**src/rtl/tile_buf_pkg.sv**
```systemverilog
// -----------------------------------------------------------------------------
// tile_buf_pkg
//   Shared definitions for the tile buffer arbiter slice: default geometry of
//   the single-port SRAM, the arbiter FSM state encoding, the round-robin
//   grant marker and the active-low SRAM control levels.
// -----------------------------------------------------------------------------
package tile_buf_pkg;

  localparam int DATA_WIDTH_DEF = 64;
  localparam int ADDR_WIDTH_DEF = 11;
  localparam int NUM_WMASKS_DEF = 8;
  localparam int RD_LAT_DEF     = 6;

  // SRAM strobes are active low.
  localparam logic ACT_LO_TRUE  = 1'b0;
  localparam logic ACT_LO_FALSE = 1'b1;

  typedef enum logic [2:0] {
    IDLE,
    WR0,
    WR1,
    WR2,
    RD,
    RDW
  } state_e;

  typedef enum logic {
    GRANT_WR = 1'b0,
    GRANT_RD = 1'b1
  } grant_e;

endpackage

```
**src/rtl/tile_bank_tracker.sv**
```systemverilog
// -----------------------------------------------------------------------------
// tile_bank_tracker
//   Ping-pong bookkeeping for the two SRAM banks. The writer fills wr_bank and
//   hands it over with w_tile_done; the reader drains rd_bank and releases it
//   with r_tile_done. A done pulse is ignored while its side is not ready.
//
//   clk, rst      : clock, asynchronous active-high reset
//   w_tile_done   : writer finished its current bank
//   r_tile_done   : reader finished its current bank
//   wr_bank       : bank the writer is filling
//   rd_bank       : bank the reader is draining
//   w_bank_ready  : writer's bank is empty
//   r_bank_ready  : reader's bank is full
// -----------------------------------------------------------------------------
module tile_bank_tracker (
  input  logic clk,
  input  logic rst,
  input  logic w_tile_done,
  input  logic r_tile_done,
  output logic wr_bank,
  output logic rd_bank,
  output logic w_bank_ready,
  output logic r_bank_ready
);

  logic [1:0] full;
  logic       w_take;
  logic       r_take;

  assign w_bank_ready = !full[wr_bank];
  assign r_bank_ready = full[rd_bank];

  assign w_take = w_tile_done & w_bank_ready;
  assign r_take = r_tile_done & r_bank_ready;

  // When both sides take in the same cycle they address different banks:
  // the writer's bank is empty and the reader's bank is full.
  always_ff @(posedge clk or posedge rst) begin
    if (rst) begin
      full    <= 2'b00;
      wr_bank <= 1'b0;
      rd_bank <= 1'b0;
    end else begin
      // NOTE: non-blocking assignments keep every register sampling the
      // pre-edge values, so the order of these statements does not matter.
      if (w_take) begin
        full[wr_bank] <= 1'b1;
        wr_bank       <= !wr_bank;
      end
      if (r_take) begin
        full[rd_bank] <= 1'b0;
        rd_bank       <= !rd_bank;
      end
    end
  end

endmodule

```
**src/rtl/tile_buffer_arbiter.sv**
```systemverilog
// -----------------------------------------------------------------------------
// tile_buffer_arbiter
//   Shares one single-port SRAM between a tile writer and a PE-feeder reader.
//   Writes hold the SRAM strobes low for three cycles; reads issue for one
//   cycle and wait RD_LAT cycles for sram_dout. Ties alternate round-robin.
//
//   clk, rst                        : clock, asynchronous active-high reset
//   w_req/w_addr/w_data/w_wmask     : write request, held until w_ack
//   w_ack                           : one-cycle write-complete pulse
//   w_tile_done, w_bank_ready       : writer bank hand-over / bank empty
//   r_req/r_addr                    : read request, held until r_ack
//   r_data, r_ack                   : read word, valid with r_ack pulse
//   r_tile_done, r_bank_ready       : reader bank release / bank full
//   sram_csb/we/addr/din/wmask      : SRAM drive (csb, we active low)
//   sram_dout                       : SRAM read data
// -----------------------------------------------------------------------------
module tile_buffer_arbiter
  import tile_buf_pkg::*;
#(
  parameter int DATA_WIDTH = DATA_WIDTH_DEF,
  parameter int ADDR_WIDTH = ADDR_WIDTH_DEF,
  parameter int NUM_WMASKS = NUM_WMASKS_DEF,
  parameter int RD_LAT     = RD_LAT_DEF
) (
  input  logic                  clk,
  input  logic                  rst,
  input  logic                  w_req,
  input  logic [ADDR_WIDTH-2:0] w_addr,
  input  logic [DATA_WIDTH-1:0] w_data,
  input  logic [NUM_WMASKS-1:0] w_wmask,
  output logic                  w_ack,
  input  logic                  w_tile_done,
  output logic                  w_bank_ready,
  input  logic                  r_req,
  input  logic [ADDR_WIDTH-2:0] r_addr,
  output logic [DATA_WIDTH-1:0] r_data,
  output logic                  r_ack,
  input  logic                  r_tile_done,
  output logic                  r_bank_ready,
  output logic                  sram_csb,
  output logic                  sram_we,
  output logic [ADDR_WIDTH-1:0] sram_addr,
  output logic [DATA_WIDTH-1:0] sram_din,
  output logic [NUM_WMASKS-1:0] sram_wmask,
  input  logic [DATA_WIDTH-1:0] sram_dout
);

  // RDW counts 0 .. RD_LAT-1; the last value is the cycle sram_dout is valid.
  localparam int CNT_W = (RD_LAT > 1) ? $clog2(RD_LAT) : 1;

  state_e           state;
  state_e           state_next;
  grant_e           last_grant;
  logic [CNT_W-1:0] rd_cnt;
  logic             wr_bank;
  logic             rd_bank;
  logic             w_elig;
  logic             r_elig;
  logic             grant_w;
  logic             grant_r;
  logic             rd_done;

  tile_bank_tracker u_bank_tracker (
    .clk          (clk),
    .rst          (rst),
    .w_tile_done  (w_tile_done),
    .r_tile_done  (r_tile_done),
    .wr_bank      (wr_bank),
    .rd_bank      (rd_bank),
    .w_bank_ready (w_bank_ready),
    .r_bank_ready (r_bank_ready)
  );

  // Arbitration: a lone eligible side wins; a tie goes to the side that was
  // not granted last.
  assign w_elig  = w_req & w_bank_ready;
  assign r_elig  = r_req & r_bank_ready;
  assign grant_w = (state == IDLE) & w_elig & (!r_elig | (last_grant == GRANT_RD));
  assign grant_r = (state == IDLE) & r_elig & !grant_w;
  assign rd_done = (state == RDW) && (rd_cnt == CNT_W'(RD_LAT - 1));

  // State register.
  always_ff @(posedge clk or posedge rst) begin
    if (rst) state <= IDLE;
    else     state <= state_next;
  end

  // Next-state logic.
  always_comb begin
    // NOTE: the default assignment up front keeps this purely combinational;
    // a path that left state_next unassigned would infer a latch.
    state_next = state;
    unique case (state)
      IDLE: begin
        if (grant_w)      state_next = WR0;
        else if (grant_r) state_next = RD;
      end
      WR0:     state_next = WR1;
      WR1:     state_next = WR2;
      WR2:     state_next = IDLE;
      RD:      state_next = RDW;
      RDW:     if (rd_done) state_next = IDLE;
      default: state_next = IDLE;
    endcase
  end

  // SRAM strobes are decoded from state so reset releases them immediately.
  always_comb begin
    sram_csb = ACT_LO_FALSE;
    sram_we  = ACT_LO_FALSE;
    unique case (state)
      WR0, WR1, WR2: begin
        sram_csb = ACT_LO_TRUE;
        sram_we  = ACT_LO_TRUE;
      end
      RD:      sram_csb = ACT_LO_TRUE;
      default: ;
    endcase
  end

  // Request capture at grant, read latency counter and completion outputs.
  // The bank is latched with the address so a tile_done during the access
  // cannot redirect it.
  always_ff @(posedge clk or posedge rst) begin
    if (rst) begin
      sram_addr  <= '0;
      sram_din   <= '0;
      sram_wmask <= '0;
      last_grant <= GRANT_RD;
      rd_cnt     <= '0;
      w_ack      <= 1'b0;
      r_ack      <= 1'b0;
      r_data     <= '0;
    end else begin
      w_ack <= (state == WR2);
      r_ack <= rd_done;

      if (grant_w) begin
        sram_addr  <= {wr_bank, w_addr};
        sram_din   <= w_data;
        sram_wmask <= w_wmask;
        last_grant <= GRANT_WR;
      end else if (grant_r) begin
        sram_addr  <= {rd_bank, r_addr};
        last_grant <= GRANT_RD;
      end

      if (state == RDW) rd_cnt <= rd_done ? '0 : rd_cnt + CNT_W'(1);
      if (rd_done)      r_data <= sram_dout;
    end
  end

endmodule
```
**config.mk**
```make
export PLATFORM = sky130hd
export DESIGN_NAME = tile_buffer_arbiter
export DESIGN_NICKNAME = d
export VERILOG_FILES = /design/src/rtl/tile_buf_pkg.sv /design/src/rtl/tile_bank_tracker.sv /design/src/rtl/tile_buffer_arbiter.sv
export SDC_FILE = /design/constraint.sdc
export NUM_CORES = 1
export LEC_CHECK = 0
export ABC_AREA = 1
export BUFFER_PORTS_ARGS = -buffer_cell sky130_fd_sc_hd__buf_2
export CAP_MARGIN = 20
export CORE_MARGIN = 2
export CORE_UTILIZATION = 46
export DETAILED_ROUTE_END_ITERATION = 6
export PLACE_DENSITY = 0.79
export RECOVER_POWER = 100
export SETUP_SLACK_MARGIN = 0.02
export SLEW_MARGIN = 30
export SYNTH_ARGS = -nofsm -noshare
export SYNTH_HDL_FRONTEND = slang
export SYNTH_HIERARCHICAL = 1
export SYNTH_SLANG_ARGS = --single-unit
```
**constraint.sdc**
```tcl
create_clock -name clk -period 7 [get_ports clk]
set_input_delay 1.4 -clock clk [delete_from_list [all_inputs] [get_ports clk]]
set_output_delay 1.4 -clock clk [all_outputs]
set_load 0.01 [all_outputs]
```
==> flow_summary.toml <==
[status]
status = "finished with violations"
failed_checks = "capacitance limit, slew limit"

[worst_hold_path]
hold_end = "sram_din[40]"
hold_class = "flop to flop"
hp-start = "sram_din[40]"
whs_path_depth = 2

[yosys]
synthesis.area_um2 = 6429
ys_warn_count = 6
synth_seq_cells = 160
synth_top_cell_area_share = 0.6189
synth_area_leaders = "dfrtp_1 (62%), nand2_1 (22%), o21ai_0 (4.8%)"
syn_area_per_cell_um2 = 8.843
yosysTopAreaCell = "dfrtp_1"
ys_types = 24
synth_fp_nets = 891
netlist_instances = 727
seq_area_frac_synth = 0.6230

[cells_and_area]
nFillCells = 1339
diodes = 0
drive_gt1_frac = 0.1940
final_nets = 1187
final_util = 0.6106
seq_area_um2 = 4005
layout_common_cells = "nand2_1 (377), clkbuf_1 (161), dfrtp_1 (159)"
layout_commonest_cell = "nand2_1"
syn_to_final_growth_pct = 30.83
multiInputGateArea_um2 = 2120

[setup_path]
required_ps = 7340
worst_path_max_delay_cell = "clkbuf_1"
r2r-end = "last_grant"
path_depth = 8
worst_setup_path_start_kind = "primary input"
cp-end-kind = "flop"
critPathArrivalTime_ps = 4890
crit_type = "primary input to flop"
cp_cell_sequence = "clkbuf_1 -> nand2_1 -> nor2_1 -> nor2_1 -> nand2_2 -> clkbuf_1 -> o21ai_0 -> inv_1"
crit_fanout = 85
startpoint = "r_req"
critical_path.top_delay_family = "buffers and inverters"
slowest_delay_ps = 2550
r2r-start = "u_bank_tracker/rd_bank"
reg2reg_depth = 9
critPathBufInv = 3
reg2reg_setup_slack_ps = 2640

[global_routing]
busiest_layer = "met2"
grt.total_usage = 0.2316
globalRouteMet2Util = 0.3642
met3_usage = 0.05483
antenna_found_initial = 0
grt_pass1_wl_um = 26890
gr-total-overflow = 0
grt.met1_usage = 0.3101
grt_max_degree = 99
grt_pass1_vias = 5376

[die]
rows = 43
start_util = 0.4668
core_um2 = 13770
pin_count = 315
dieWidth_um = 122.2
fp.dieH_um = 122.2
fp.dieArea_um2 = 14940

[power]
power_switching_w = 0.001416
p_int_w = 0.002284
power_density_nw_per_um2 = 439.9
sw_frac_of_total = 0.3826
p_clk_frac = 0.244
power.leakage_nw = 4.333
p_comb_frac = 0.334
p_total_w = 0.003700
ir_drop_mv = 0.2310
p_seq_frac = 0.422

[detailed_routing]
final_antenna_net_count = 0
vias_per_cell = 4.831
wl_per_cell_um = 14.57
drtIter0Drc = 434
drtPass1Iterations = 5
via_count = 5874
route.detailed.drc = 0
totalWireLength_um = 17720

[placement]
gp_congestion = 0.8549
io_buffer_count = 314
post-place-ws_ps = 3941
dp_hpwl_um = 12090

[timing]
final_max_slew_viol_count = 154
tightestPinTransition_ps = 3649
setup_viol = 0
setup-tns-final_ps = 0
timing.final.ws_setup_ps = 2452
max_slew_margin = -1.433
fin_crit_ps = 4548
rsz0062_at_grt = "no"
timing.fmax_ghz = 0.2199
skew_ps = 11.88
hold_viol = 0
fin_crit_sh = 0.6498

[clocking]
cts_max_path_buffers = 2
path_clk_slew_ps = 60
clkLatencyLatePin_ps = 410
htreeDepth = 4
cts.repair.resized = 0
postCtsHoldBufs = 0
cts_root_buf = "clkbuf_16"
cts_setup_buffers = 0
cts_tree = "yes"
numCtsBuffers = 17
cts.sinks = 160

[run]
timing.max_cap.violations = 2
per-stage QoR:
step,hold slack (ps),std cells,instance area [µm²]
3_3_place_gp,448.6,1184,8024
3_5_place_dp,453.0,1184,8026
2_1_floorplan,431.8,727,6429
6_report,471.1,1216,8411
5_1_grt,486.9,1216,8411
4_1_cts,468.0,1216,8615
cells in the mapped netlist (all sizes together):
library cell / n
nand4: 2
nand3: 40
inv: 16
o22ai: 1
o21ai: 68
nor3: 2
a21oi: 3
xor2: 1
buf: 24
dfstp: 1
nand2: 380
dfrtp: 159
nor2: 9
clkbuf: 18
o21bai: 1
ha: 2
tightest hold or removal path: cells and delay by family (launching register included):
| family | cells | cell delay, ps |
|---|---|---|
| DFF | 1 | 340 |
| and+or+nand+nor | 2 | 100 |
power groups by stage:
stage          Clock (W)  Sequential (W)  Combinational [W]
2_1_floorplan          0         0.00173           0.000567
3_3_place_gp           0         0.00154            0.00131
3_5_place_dp           0         0.00156            0.00135
4_1_cts         0.000917         0.00155            0.00135
5_1_grt         0.000961         0.00162            0.00140
6_report        0.000904         0.00156            0.00123
worst max path at each step:
stage	to	slack [ps]
3_5_place_dp	sram_addr[3]	3940
3_3_place_gp	sram_din[38]	3990
2_1_floorplan	r_ack	1400
4_1_cts	r_bank_ready	4080
6_report	last_grant	2450
5_1_grt	last_grant	2030
routing by layer:
layer / vias up / share of wire
li1: 2867 / -
met1: 2770 / 0.43
met2: 199 / 0.48
met3: 38 / 0.057
met4: 0 / 0.027
met5: - / 0
kinds of logic after synthesis:
family | share of synthesized area
AO/OA/AOI/OAI | 0.05742
XOR/XNOR | 0.001363
adder cells (fa/ha/maj) | 0.003892
buffers and inverters | 0.05002
flip-flops | 0.6230
AND/OR/NAND/NOR | 0.2643
flip-flops by register name (all words and copies together) (netlist names), 2 cells and up:
register             flops
r_data                  64
sram_din                64
sram_addr               11
sram_wmask               8
rd_cnt                   3
state                    3
u_bank_tracker/full      2
final cells by class:
cell class,instances,area share
Multi-Input combinational cell,509,0.2520
Timing Repair Buffer,319,0.1671
Clock inverter,7,0.008628
Tap cell,180,0.02678
Inverter,16,0.008033
Clock buffer,25,0.06129
Sequential cell,160,0.4762
(Power assumes the default switching activity.)
